### src/rtl/tlc_pkg.sv
// Shared definitions for the traffic light phase sequencer: FSM states,
// lane direction indices and lamp-pattern helpers.
package tlc_pkg;

    localparam int unsigned NUM_DIR  = 4;
    localparam int unsigned SENSOR_W = 2;
    localparam int unsigned STATE_W  = 3;

    localparam int unsigned DIR_W = 0;
    localparam int unsigned DIR_S = 1;
    localparam int unsigned DIR_E = 2;
    localparam int unsigned DIR_N = 3;

    typedef enum logic [STATE_W-1:0] {
        ST_IDLE   = 3'd0,
        ST_GREEN  = 3'd1,
        ST_WAIT_Y = 3'd2,
        ST_YELLOW = 3'd3,
        ST_WAIT_G = 3'd4,
        ST_FAULT  = 3'd5
    } tlc_state_e;

    // True when exactly one lamp bit is lit.
    function automatic logic is_one_hot(input logic [NUM_DIR-1:0] v);
        return (v != '0) && ((v & (v - NUM_DIR'(1))) == '0);
    endfunction

endpackage

### src/rtl/tlc_cycle_counter.sv
// Phase up-counter with synchronous clear/enable and a terminal-value compare,
// shared by every sequencer state.
module tlc_cycle_counter #(
    parameter int unsigned CNT_W = 8
) (
    input  logic             i_clock,
    input  logic             i_reset_b,
    input  logic             clear,
    input  logic             enable,
    input  logic [CNT_W-1:0] term,
    output logic [CNT_W-1:0] count,
    output logic             at_term_c
);

    always_ff @(posedge i_clock) begin
        if (i_reset_b) begin
            count <= '0;
        end else if (clear) begin
            count <= '0;
        end else if (enable) begin
            count <= count + CNT_W'(1);
        end
    end

    assign at_term_c = (count == term);

endmodule

### src/rtl/tlc_phase_sequencer.sv
// Generates the g2y/y2r timer pulses for the light controller: sensor-sized
// green phases, fixed yellow, and a sticky fault when lamps stop following.
module tlc_phase_sequencer
    import tlc_pkg::*;
#(
    parameter int unsigned GREEN_MIN     = 4,
    parameter int unsigned EXT_STEP      = 2,
    parameter int unsigned GREEN_MAX     = 8,
    parameter int unsigned YELLOW_CYCLES = 3,
    parameter int unsigned WAIT_TIMEOUT  = 4,
    parameter int unsigned CNT_W         = 8
) (
    input  logic                i_clock,
    input  logic                i_reset_b,
    input  logic                i_enable,
    input  logic [NUM_DIR-1:0]  i_green,
    input  logic [NUM_DIR-1:0]  i_yellow,
    input  logic [SENSOR_W-1:0] i_w_sensor,
    input  logic [SENSOR_W-1:0] i_s_sensor,
    input  logic [SENSOR_W-1:0] i_e_sensor,
    input  logic [SENSOR_W-1:0] i_n_sensor,
    output logic                o_g2y_timer,
    output logic                o_y2r_timer,
    output logic [STATE_W-1:0]  o_state,
    output logic [CNT_W-1:0]    o_phase_cnt,
    output logic                o_fault
);

    localparam int unsigned TGT_W = CNT_W + 3;

    tlc_state_e          state_q;
    tlc_state_e          state_d;
    logic [CNT_W-1:0]    target_q;
    logic [CNT_W-1:0]    new_target;
    logic [TGT_W-1:0]    ext_target;
    logic [SENSOR_W-1:0] lane_sensor;
    logic                load_target;
    logic                green_ok;
    logic                lamps_green;
    logic                cnt_clr;
    logic                cnt_en;
    logic [CNT_W-1:0]    cnt_term;
    logic                at_term;
    logic                g2y_d;
    logic                y2r_d;
    logic                fault_d;

    assign green_ok    = is_one_hot(i_green);
    assign lamps_green = green_ok && (i_yellow == '0);

    // Sensor of the lane whose green lamp is lit.
    always_comb begin
        lane_sensor = '0;
        if (i_green[DIR_W]) begin
            lane_sensor = i_w_sensor;
        end else if (i_green[DIR_S]) begin
            lane_sensor = i_s_sensor;
        end else if (i_green[DIR_E]) begin
            lane_sensor = i_e_sensor;
        end else if (i_green[DIR_N]) begin
            lane_sensor = i_n_sensor;
        end
    end

    // Wide sum so a large sensor extension saturates instead of wrapping.
    assign ext_target = TGT_W'(GREEN_MIN) + TGT_W'(EXT_STEP) * TGT_W'(lane_sensor);
    assign new_target = (ext_target > TGT_W'(GREEN_MAX)) ? CNT_W'(GREEN_MAX)
                                                         : CNT_W'(ext_target);

    tlc_cycle_counter #(
        .CNT_W (CNT_W)
    ) u_cnt (
        .i_clock   (i_clock),
        .i_reset_b (i_reset_b),
        .clear     (cnt_clr),
        .enable    (cnt_en),
        .term      (cnt_term),
        .count     (o_phase_cnt),
        .at_term_c (at_term)
    );

    // Next-state, counter control and pulse decisions.
    always_comb begin
        state_d     = state_q;
        load_target = 1'b0;
        cnt_en      = 1'b0;
        cnt_term    = '0;
        cnt_clr     = 1'b0;
        g2y_d       = 1'b0;
        y2r_d       = 1'b0;
        fault_d     = 1'b0;

        case (state_q)
            ST_IDLE: begin
                if (i_enable && lamps_green) begin
                    state_d     = ST_GREEN;
                    load_target = 1'b1;
                end
            end
            ST_GREEN: begin
                cnt_term = target_q - CNT_W'(1);
                cnt_en   = i_enable;
                if (!green_ok) begin
                    state_d = ST_FAULT;
                end else if (i_enable && at_term) begin
                    state_d = ST_WAIT_Y;
                end
            end
            ST_WAIT_Y: begin
                cnt_term = CNT_W'(WAIT_TIMEOUT - 1);
                cnt_en   = 1'b1;
                if (i_yellow != '0) begin
                    state_d = ST_YELLOW;
                end else if (at_term) begin
                    state_d = ST_FAULT;
                end
            end
            ST_YELLOW: begin
                cnt_term = CNT_W'(YELLOW_CYCLES - 1);
                cnt_en   = 1'b1;
                if (at_term) begin
                    state_d = ST_WAIT_G;
                end
            end
            ST_WAIT_G: begin
                cnt_term = CNT_W'(WAIT_TIMEOUT - 1);
                cnt_en   = 1'b1;
                if (lamps_green) begin
                    state_d     = ST_GREEN;
                    load_target = 1'b1;
                end else if (at_term) begin
                    state_d = ST_FAULT;
                end
            end
            ST_FAULT: begin
                state_d = ST_FAULT;
            end
            default: begin
                state_d = ST_IDLE;
            end
        endcase

        // Every state starts its phase count from zero.
        cnt_clr = (state_d != state_q) || (state_q == ST_IDLE) || (state_q == ST_FAULT);
        g2y_d   = (state_q == ST_GREEN)  && (state_d == ST_WAIT_Y);
        y2r_d   = (state_q == ST_YELLOW) && (state_d == ST_WAIT_G);
        fault_d = (state_d == ST_FAULT);
    end

    always_ff @(posedge i_clock) begin
        if (i_reset_b) begin
            state_q     <= ST_IDLE;
            target_q    <= '0;
            o_g2y_timer <= 1'b0;
            o_y2r_timer <= 1'b0;
            o_fault     <= 1'b0;
        end else begin
            state_q     <= state_d;
            o_g2y_timer <= g2y_d;
            o_y2r_timer <= y2r_d;
            o_fault     <= fault_d;
            if (load_target) begin
                target_q <= new_target;
            end
        end
    end

    assign o_state = state_q;

endmodule

### config.mk
export PLATFORM = sky130hd
export DESIGN_NAME = tlc_phase_sequencer
export DESIGN_NICKNAME = d
export VERILOG_FILES = /design/src/rtl/tlc_pkg.sv /design/src/rtl/tlc_cycle_counter.sv /design/src/rtl/tlc_phase_sequencer.sv
export SDC_FILE = /design/constraint.sdc
export NUM_CORES = 1
export LEC_CHECK = 0
export CAP_MARGIN = 20
export CORE_MARGIN = 2
export CORE_UTILIZATION = 44
export DETAILED_ROUTE_END_ITERATION = 10
export MAX_ROUTING_LAYER = met4
export PLACE_DENSITY = 0.83
export SLEW_MARGIN = 20
export SYNTH_ARGS = -nofsm -noshare
export SYNTH_HDL_FRONTEND = slang
export SYNTH_SLANG_ARGS = --single-unit
### constraint.sdc
create_clock -name i_clock -period 2.4 [get_ports i_clock]
set_input_delay 0.48 -clock i_clock [delete_from_list [all_inputs] [get_ports i_clock]]
set_output_delay 0.48 -clock i_clock [all_outputs]
set_load 0.05 [all_outputs]
==> out/qor.txt <==
ANT nets after route: 0
fin nets: 216
Post-synth ARST share: 0
fin crit share: 0.973
slowest CP cell: dfxtp_2
synth unique cells: 55
synth warn: 0
HP Class: reg -> reg
CTS Hold Bufs: 0
setup violators final: 0
Num CTS Buffers: 3
fin area: 1800 um^2
Antenna diodes: 0
worst hold start: target_q[2]
Worst Skew: 0.00807 ns
Post-synth EDFFs: 0
fin util: 0.646
Worst Hold Path Cells: 2
grt ovf: 0
GP Congestion: 0.874
Slowest Stage Delay on Critical Path: 0.34 ns
clk slew on worst S/H paths: 0.11 ns
clk sinks: 17
reg2reg end: u_cnt.count[5]
Total Power: 0.539 mW
Final Worst Setup Slack: 0.0655 ns
Cell Area, Synth: 1290 um^2
num rows: 19
routed vias/inst: 6.14
ys flop type: dfxtp_1
HPWL Detailed: 2.71 mm
MaxCap Viol Count: 0
io pins: 33
syn avg cell area: 8.74 um^2
Crit Path Max Fanout: 8
Slew Limit Fails: 0
area delta synth->final: 38.9%
die area: 3390 um^2
Synth Instances: 148
#FFs+latches synth: 17
Starting Density: 0.465
DR pass1 iterations: 4
Place WS: -0.178 ns
Total GRT Usage: 0.217
CP arrival: 2.52 ns
CTS tree: done
average wire per standard cell: 15.4 um
R2R Path Start: target_q[1]
Worst-Margin Slew: 0.521 ns
die height: 58.2 um
WP buf/inv: 2
Setup crit start kind: flip-flop
IO buf count: 32
Rel. slew slack: 0.651
final count of hold timing violations: 0
share of layout cells above drive strength 1: 0.238
f_max: 0.428 GHz
largest net degree at the start of global routing: 15
Final Critical Period: 2.33 ns
routed wire length: 3.46 mm
cell family with most CP delay: compound AO/OA/AOI/OAI gates
DRT iter0 DRCs: 82
Crit. End Element: flip-flop
R2R cell count: 10
worst vdd ir: 0.230 mV
H-tree depth: 1
global-route wire length before repair: 5.57 mm
placed cell area: 1700 um^2
status: finished, final reports clean
core area: 2780 um^2
vias in the first global route: 1271
drt drc: 0
die width: 58.2 um
type of the worst setup path: reg -> reg
Required @ worst endpoint: 2.58 ns
Post-Syn Nets: 170
CP cell instances: inv_1 -> ha_2 -> ha_4 -> nor4bb_4 -> a31oi_1 -> o32ai_2 -> nand4_4 -> o311ai_4 -> buf_6 -> nor3_1
Seq/Total Area, Yosys: 0.263
Leak Pwr: 0.654 nW
clk buf depth: 2
R2R setup slack: 0.07 ns
WHS Endpoint: target_q[2]
RSZ-0062 raised after global routing: yes
Worst-Skew Late Latency: 0.30 ns
pwr dens: 300 nW/um^2
initial antenna violation count: 0
clk root buf: clkbuf_4
vias: 1376
[cell usage after synthesis (2+ instances only)]
| master | number | area share |
|---|---|---|
| nor3_1 | 10 | 0.039 |
| a31oi_1 | 3 | 0.015 |
| and3_1 | 2 | 0.0097 |
| nor2_1 | 9 | 0.026 |
| nand3_1 | 3 | 0.012 |
| buf_2 | 3 | 0.012 |
| o31a_1 | 2 | 0.014 |
| dfxtp_1 | 17 | 0.26 |
| nand4_1 | 6 | 0.029 |
| or4b_1 | 2 | 0.015 |
| o21ai_0 | 4 | 0.015 |
| a221oi_1 | 2 | 0.014 |
| xnor2_1 | 2 | 0.014 |
| buf_6 | 3 | 0.026 |
| inv_1 | 9 | 0.026 |
| nor2b_1 | 4 | 0.019 |
| ha_1 | 3 | 0.029 |
| nand2_1 | 11 | 0.032 |
| a211o_1 | 2 | 0.014 |
| a211oi_1 | 2 | 0.012 |
| xor2_1 | 8 | 0.054 |
| nor4bb_1 | 3 | 0.023 |
| o31ai_1 | 2 | 0.012 |
| a21oi_1 | 5 | 0.019 |
[sequential cells by signal (all words and copies together), names as in the netlist]
register,flops
o_g2y_timer,1
o_state,3
o_y2r_timer,1
target_q,3
u_cnt.count,8
o_fault,1
[where the power goes]
| group | switching, mW | total [mW] | internal (mW) |
|---|---|---|---|
| Clock | 0.0989 | 0.161 | 0.0620 |
| Sequential | 0.000797 | 0.283 | 0.283 |
| Combinational | 0.0407 | 0.0945 | 0.0538 |
| Total | 0.140 | 0.539 | 0.398 |
[layout make-up]
cell class,count,area [um^2]
well taps,31,38.8
flip-flops and latches,17,343
clock buffers,3,22.5
repair buffers,49,447
fillers,232,985
multi-input cells,114,907
inverters,9,33.8
clock inverters,1,5.00
[metrics by stage]
step | TNS (ns) | cells | hold slack [ns]
4_1_cts | 0 | 222 | 0.502
5_1_grt | -0.142 | 224 | 0.565
3_5_place_dp | -1.63 | 217 | 0.487
2_1_floorplan | 0 | 148 | 0.453
6_report | 0 | 224 | 0.506
3_3_place_gp | -0.845 | 217 | 0.484
[layer usage]
metal,share of wire,vias up,GRT usage
li1,-,655,-
met1,0.39,637,0.237
met2,0.51,74,0.388
met3,0.069,10,0.0402
met4,0.030,0,0.0831
met5,0,-,-
[cell families (layout without fill, tap and decap cells)]
| group | count (synthesis) | in the layout | synth area share |
|---|---|---|---|
| XOR/XNOR | 10 | 10 | 0.0677 |
| AND/OR/NAND/NOR | 59 | 59 | 0.276 |
| buffers and inverters | 17 | 62 | 0.0706 |
| multiplexers | 2 | 2 | 0.0164 |
| adder cells (fa/ha/maj) | 3 | 3 | 0.0290 |
| flip-flops | 17 | 17 | 0.263 |
| AO/OA/AOI/OAI | 40 | 40 | 0.278 |
[timing repair]
item / in CTS / in global routing
endpoints found under the setup margin: 11 / 13
buffers inserted: 1 / 2
gates resized for setup: 1 / 9
pin swaps: 2 / 4
[how the worst max path moves through the flow]
| stage | start | endpoint | slack [ns] | cells past startpoint |
|---|---|---|---|---|
| 3_5_place_dp | i_green[2] | u_cnt.count[0] | -0.18 | 7 |
| 5_1_grt | target_q[1] | u_cnt.count[1] | -0.02 | 10 |
| 2_1_floorplan | target_q[1] | u_cnt.count[0] | 0.16 | 9 |
| 3_3_place_gp | i_green[2] | u_cnt.count[5] | -0.10 | 7 |
| 4_1_cts | target_q[2] | o_state[1] | 0.0002 | 10 |
| 6_report | target_q[1] | u_cnt.count[5] | 0.07 | 10 |
[worst register-to-register path, stage by stage (launching register included)]
cell and delay (ns):
dfxtp_2 0.34, inv_1 0.04, ha_2 0.19, ha_4 0.24, nor4bb_4 0.31, a31oi_1 0.09, o32ai_2 0.24, nand4_4 0.19
o311ai_4 0.33, buf_6 0.17, nor3_1 0.06
[cells in the final DEF, fill, tap and decap left out, drive strengths merged, types with 4 or more instances in the layout]
cell,synthesis,layout
nor3,10,10
nand4,7,7
o21ai,6,6
inv,9,9
a21oi,6,6
buf,7,19
dfxtp,17,17
nor2b,4,4
xor2,8,8
clkdlybuf4s50,0,30
nor2,9,9
nand2,11,11
Power figures use the tool's default switching activity.
